$ cat config.mk
export PLATFORM = sky130hd
export DESIGN_NAME = subtractor_unit
export DESIGN_NICKNAME = d
export VERILOG_FILES = /design/src/rtl/subtractor_unit.sv
export SDC_FILE = /design/constraint.sdc
export NUM_CORES = 1
export LEC_CHECK = 0
export CAP_MARGIN = 20
export CORE_MARGIN = 1
export CORE_UTILIZATION = 35
export CTS_BUF_LIST = sky130_fd_sc_hd__clkbuf_8
export DETAILED_ROUTE_END_ITERATION = 6
export PLACE_DENSITY_LB_ADDON = 0.08
export SLEW_MARGIN = 10
export SYNTH_ARGS = -nofsm -noshare
export SYNTH_HDL_FRONTEND = slang
export SYNTH_SLANG_ARGS = --single-unit
$ cat constraint.sdc
create_clock -name clk -period 0.9 [get_ports clk]
set_input_delay 0.225 -clock clk [delete_from_list [all_inputs] [get_ports clk]]
set_output_delay 0.225 -clock clk [all_outputs]
set_load 0.02 [all_outputs]
$ cat src/rtl/subtractor_unit.sv
// Registered two-operand subtractor with ALU status flags (borrow, zero, negative, overflow).
// One-cycle latency; outputs hold their last value whenever in_valid is low.
module subtractor_unit #(
   parameter int WIDTH = 16
) (
   input  logic             clk,
   input  logic             rst_n,
   input  logic             in_valid,
   input  logic [WIDTH-1:0] a,
   input  logic [WIDTH-1:0] b,
   output logic [WIDTH-1:0] y,
   output logic             out_valid,
   output logic             borrow,
   output logic             zero,
   output logic             negative,
   output logic             overflow
);

   localparam int MSB = WIDTH - 1;

   logic [WIDTH:0]   diff_full;
   logic [WIDTH-1:0] diff_low;

   logic [WIDTH-1:0] y_reg, y_next;
   logic             valid_reg, valid_next;
   logic             borrow_reg, borrow_next;
   logic             zero_reg, zero_next;
   logic             negative_reg, negative_next;
   logic             overflow_reg, overflow_next;

   // Zero-extended subtraction: bit WIDTH of the result is the unsigned borrow.
   assign diff_full = {1'b0, a} - {1'b0, b};
   assign diff_low  = diff_full[WIDTH-1:0];

   always_comb begin
      y_next        = y_reg;
      valid_next    = 1'b0;
      borrow_next   = borrow_reg;
      zero_next     = zero_reg;
      negative_next = negative_reg;
      overflow_next = overflow_reg;
      if (in_valid) begin
         y_next        = diff_low;
         valid_next    = 1'b1;
         borrow_next   = diff_full[WIDTH];
         zero_next     = (diff_low == '0);
         negative_next = diff_low[MSB];
         // Signed overflow only possible when operand signs differ.
         overflow_next = (a[MSB] != b[MSB]) && (diff_low[MSB] != a[MSB]);
      end
   end

   always_ff @(posedge clk or negedge rst_n) begin
      if (!rst_n) begin
         y_reg        <= '0;
         valid_reg    <= 1'b0;
         borrow_reg   <= 1'b0;
         zero_reg     <= 1'b0;
         negative_reg <= 1'b0;
         overflow_reg <= 1'b0;
      end else begin
         y_reg        <= y_next;
         valid_reg    <= valid_next;
         borrow_reg   <= borrow_next;
         zero_reg     <= zero_next;
         negative_reg <= negative_next;
         overflow_reg <= overflow_next;
      end
   end

   assign y         = y_reg;
   assign out_valid = valid_reg;
   assign borrow    = borrow_reg;
   assign zero      = zero_reg;
   assign negative  = negative_reg;
   assign overflow  = overflow_reg;

endmodule

== Word level (Yosys, flattened, before mapping) ==
Cells that the tools add are included.
Widths: inputs -> output; s select.

* Logic and storage cells: 12
* Register bits: 21

* Reductions and logical operators: 2
* Muxes and demuxes: 1
* Add/subtract/negate cells: 1
* Equal/unequal tests: 2

{| class="wikitable"
|+ Operator list
! operator !! number
|-
| $sub 16x16->17 || 1
|-
| $logic_not 16->1 || 1
|-
| $ne 1x1->1 || 2
|-
| $logic_and 1x1->1 || 1
|-
| $mux 1 || 1
|}

== Logic depth before layout (Yosys ltp) ==
* Depth in word-level cells: 3
* Gate-level depth with buffers: 11
* Depth with buffers taken out: 11

== Worst setup path before layout ==
Ideal clock, no wire load.

* Path type: input -> register
* From: input port a[0]
* To: register zero_reg (netlist: zero)
* Setup time: 95 ps
* Setup slack: -1410 ps
* Path buffers: 0
* Data arrival time: 2214 ps
* Data required time: 805 ps
* Stages: 11
* Cells stage by stage: inv_1 ha_1 fa_1 nor2b_1 o2111ai_1 nand4b_1 nand2_1 o21ai_1 xor2_1 or3b_2 o31ai_1

* Cells in the longest elaborated chain, start to end: 2

{| class="wikitable"
|+ RTL lines
! what !! RTL line !! text
|-
| start, declared || 9 || <nowiki>input logic [WIDTH-1:0] a,</nowiki>
|-
| $sub 16x16->17 || 32 || <nowiki>assign diff_full = {1'b0, a} - {1'b0, b};</nowiki>
|-
| $logic_not 16->1 || 46 || <nowiki>zero_next = (diff_low == '0);</nowiki>
|-
| end signal, assigned || 65 || <nowiki>zero_reg <= zero_next;</nowiki>
|-
| end, declared || 27 || <nowiki>logic zero_reg, zero_next;</nowiki>
|}

Every way passes these cells.
A chain may end at the register's enable or synchronous reset.

== Worst setup path after layout ==
Same ends and word-level chain as after synthesis.

==> run_results.csv <==
group,metric,value,unit
outcome,outcome,"complete, but fails checks",
outcome,violations,"setup timing",
placement,placed_cells,305,
power_and_ir_drop,ir_drop,0.7077,mV
power_and_ir_drop,swShare,0.3365,
clocking,clock-root-buffer,"clkbuf_8",
finish,utilization,0.8313,
routing,dr.pass1.iters,4,
clocking,cts_max_level,1,
grt,antenna_found_initial,0,
grt,grt_first_pass_wirelength,7859,um
logic_synthesis,synth_area_per_cell,9.380,um2
finish,nFillCells,205,
grt,track_usage,0.2294,
sta,setup-tns-final,-16.26,ns
finish,diodes,0,
floorplanning,num_rows,23,
routing,wl_per_cell,16.32,um
power_and_ir_drop,p_sw,0.001699,W
logic_synthesis,synth-edff-count,0,
floorplanning,io_pins,56,
routing,post-route-drc-count,0,
floorplanning,initial_core_util,0.3742,
floorplanning,die_h,68.10,um
finish,fin_cells,346,
sta,fin_skew,0,ns
logic_synthesis,ys_types,40,
logic_synthesis,ys_warn_count,0,
clocking,cts_tree,"yes",
grt,grt_remaining_overflow,0,
worst_setup_path,cp_data_arrival_time,2.32,ns
logic_synthesis,syn_nets,215,
worst_setup_path,crit_required,1.07,ns
job,cap_violations,0,
sta,fin_ws,-1.258,ns
power_and_ir_drop,leakage,1.640,nW
finish,drive_gt1_frac,0.7162,
placement,place_congestion,0.8458,
sta,post-route-period-util,2.397,
clocking,cts_buffers,3,
grt,grt_start_max_net_pins,21,
clocking,ctsHoldBuffers,0,
routing,ant_nets,0,
sta,slew_viol_final,0,
routing,finalWirelength,5646,um
sta,hold_viol,0,
floorplanning,design.die.area,0.004637,mm2
logic_synthesis,ys_seq_area_frac,0.3273,
worst_setup_path,cp-end-kind,"register",
worst_setup_path,start_kind,"primary input",
placement,dp_hpwl,3432,um
power_and_ir_drop,pwr-share-comb,0.571,
routing,vias,1712,
grt,grt_pass1_vias,1758,
routing,viasPerCell,4.948,
finish,multi_input_area,0.001451,mm2
worst_setup_path,crit_type,"in2reg",
clocking,clockBufferDepth,2,
power_and_ir_drop,p_clk_frac,0.185,
logic_synthesis,synth_flop_cell,"dfrtp_1",
sta,relSlewSlack,0.8205,
finish,seqCellArea,500.5,um2
logic_synthesis,netlist_area,0.001529,mm2
floorplanning,die_w,68.10,um
power_and_ir_drop,p_seq_frac,0.244,
sta,worst_pin_slew,0.2693,ns
sta,setup_viol,39,
power_and_ir_drop,p_per_area,1487,mW/mm2
sta,fmax,463.5,MHz
clocking,clock_sinks,20,
logic_synthesis,synthCells,163,
finish,largest_reg_flops,16,
finish,area_growth,122.2,%
power_and_ir_drop,internal_power,0.003351,W
clocking,path_clk_slew,0.08,ns
clocking,clock_latency,0.27,ns
finish,nNetsFinal,349,
routing,drt-initial-drc-count,59,
floorplanning,coreArea,0.004086,mm2
logic_synthesis,ys_ff_latch,20,
sta,post-route-min-period,2.158,ns
worst_setup_path,cp_max_fo,2,
logic_synthesis,async_flop_share,1.000,
placement,portBuffers,55,
worst_hold_path,worstHoldPathType,"in2reg",
sta,rsz0062_at_grt,"yes",
==> power by group through the flow <==
stage / combinational [W] / clock [W] / sequential [W]
2_1_floorplan: 0.000807 / 0 / 0.00141
3_3_place_gp: 0.00200 / 0 / 0.00119
3_5_place_dp: 0.00205 / 0 / 0.00120
4_1_cts: 0.00252 / 0.000938 / 0.00121
5_1_grt: 0.00307 / 0.000978 / 0.00124
6_report: 0.00288 / 0.000935 / 0.00123
==> repair_timing <==
item	CTS	global route
buffers inserted	25	15
endpoints found under the setup margin	40	40
pin swaps	35	32
hold endpoints to repair	0	0
gates cloned	1	0
resized for setup	250	51
==> Yosys cell counts, types with 2 or more instances <==
master,n,area (um2)
xor2_1,5,43.79
o21ai_1,2,10.01
a21oi_2,3,26.28
nor2b_1,2,12.51
a21oi_1,10,50.05
and3_1,3,18.77
nor2_1,9,33.78
o31ai_1,3,22.52
nand3_1,2,10.01
o211ai_2,2,25.02
inv_1,18,67.56
ha_1,16,200.2
nand2_1,11,41.29
o21ai_0,5,25.02
o2111ai_1,2,17.52
mux2_2,10,112.6
dfrtp_1,20,500.5
a21o_1,5,37.54
or3_1,2,12.51
clkbuf_1,2,7.510
nand2b_1,4,25.02
xnor2_1,9,78.83
==> final timing paths <==
path / start / end / slack (ns) / cells past startpoint
min: b[0] / y[0] / 0.24 / 3
max: a[0] / zero / -1.26 / 12
min reg2reg: y[10] / y[10] / 0.55 / 2
max reg2reg: y[15] / y[15] / -0.04 / 2
max in group asynchronous: rst_n / zero / 0.45 / 2
min in group asynchronous: rst_n / overflow / 0.31 / 2
==> final cells by class <==
type                            instances  area share
Clock buffer                            3     0.01215
Clock inverter                          1    0.008840
Timing Repair Buffer                  133      0.3562
Inverter                               18     0.02983
Sequential cell                        20      0.1473
Multi-Input combinational cell        121      0.4273
Tap cell                               50     0.01842
==> stage by stage <==
step                      hold slack (ns)  setup WS [ns]  instance area, um2  power [W]
after floorplan                  -0.07059         -1.213                1717   0.002219
after global placement             0.4703         -1.919                2628   0.003192
after detailed placement           0.4821         -2.022                2628   0.003246
after CTS                          0.2538         -1.191                3113   0.004668
after global routing               0.2663         -1.326                3397   0.005289
final                              0.2400         -1.258                3397   0.005050
==> cell usage in the layout (no fill, tap or decap), drive strengths merged, types with 2 or more instances in the layout <==
| cell type | n |
|---|---|
| nand2b | 4 |
| a21o | 5 |
| mux2 | 10 |
| inv | 17 |
| o31ai | 3 |
| a21oi | 13 |
| nand2 | 11 |
| clkdlybuf4s15 | 5 |
| and3 | 3 |
| nor2b | 2 |
| nor3 | 2 |
| nand3 | 2 |
| ha | 16 |
| buf | 112 |
| xor2 | 5 |
| dlymetal6s2s | 4 |
| clkdlybuf4s50 | 5 |
| o2111ai | 2 |
| dfrtp | 20 |
| nor2 | 9 |
| xnor2 | 9 |
| o211ai | 2 |
| clkbuf | 5 |
| dlygate4sd2 | 4 |
| or3 | 2 |
| o21ai | 7 |
==> cell families (layout without fill, tap and decap cells) <==
| kind of cell | count (synthesis) | after routing | synth area share |
|---|---|---|---|
| and+or+nand+nor | 41 | 41 | 0.1399 |
| buffers and inverters | 22 | 155 | 0.05646 |
| adders and majority gates | 17 | 17 | 0.1440 |
| DFF | 20 | 20 | 0.3273 |
| xor gates and xnor gates | 14 | 14 | 0.08020 |
| AOI/OAI and AO/OA | 39 | 39 | 0.1784 |
| muxes | 10 | 10 | 0.07365 |
==> critical path, cell delays in order <==
cell,delay (ns)
buf_8,0.08
inv_8,0.03
ha_4,0.15
fa_2,0.34
nor2b_2,0.16
o2111ai_2,0.16
nand4b_1,0.16
nand2_2,0.11
o21ai_4,0.17
xor2_2,0.10
or3b_4,0.40
o31ai_2,0.23
==> layer usage <==
| metal | track usage | wire [um] |
|---|---|---|
| met1 | 0.2544 | 2225 |
| met2 | 0.4547 | 3128 |
| met3 | 0.02333 | 180 |
| met4 | 0.05729 | 112 |
| met5 | 0 | 0 |
(Power assumes the default switching activity.)
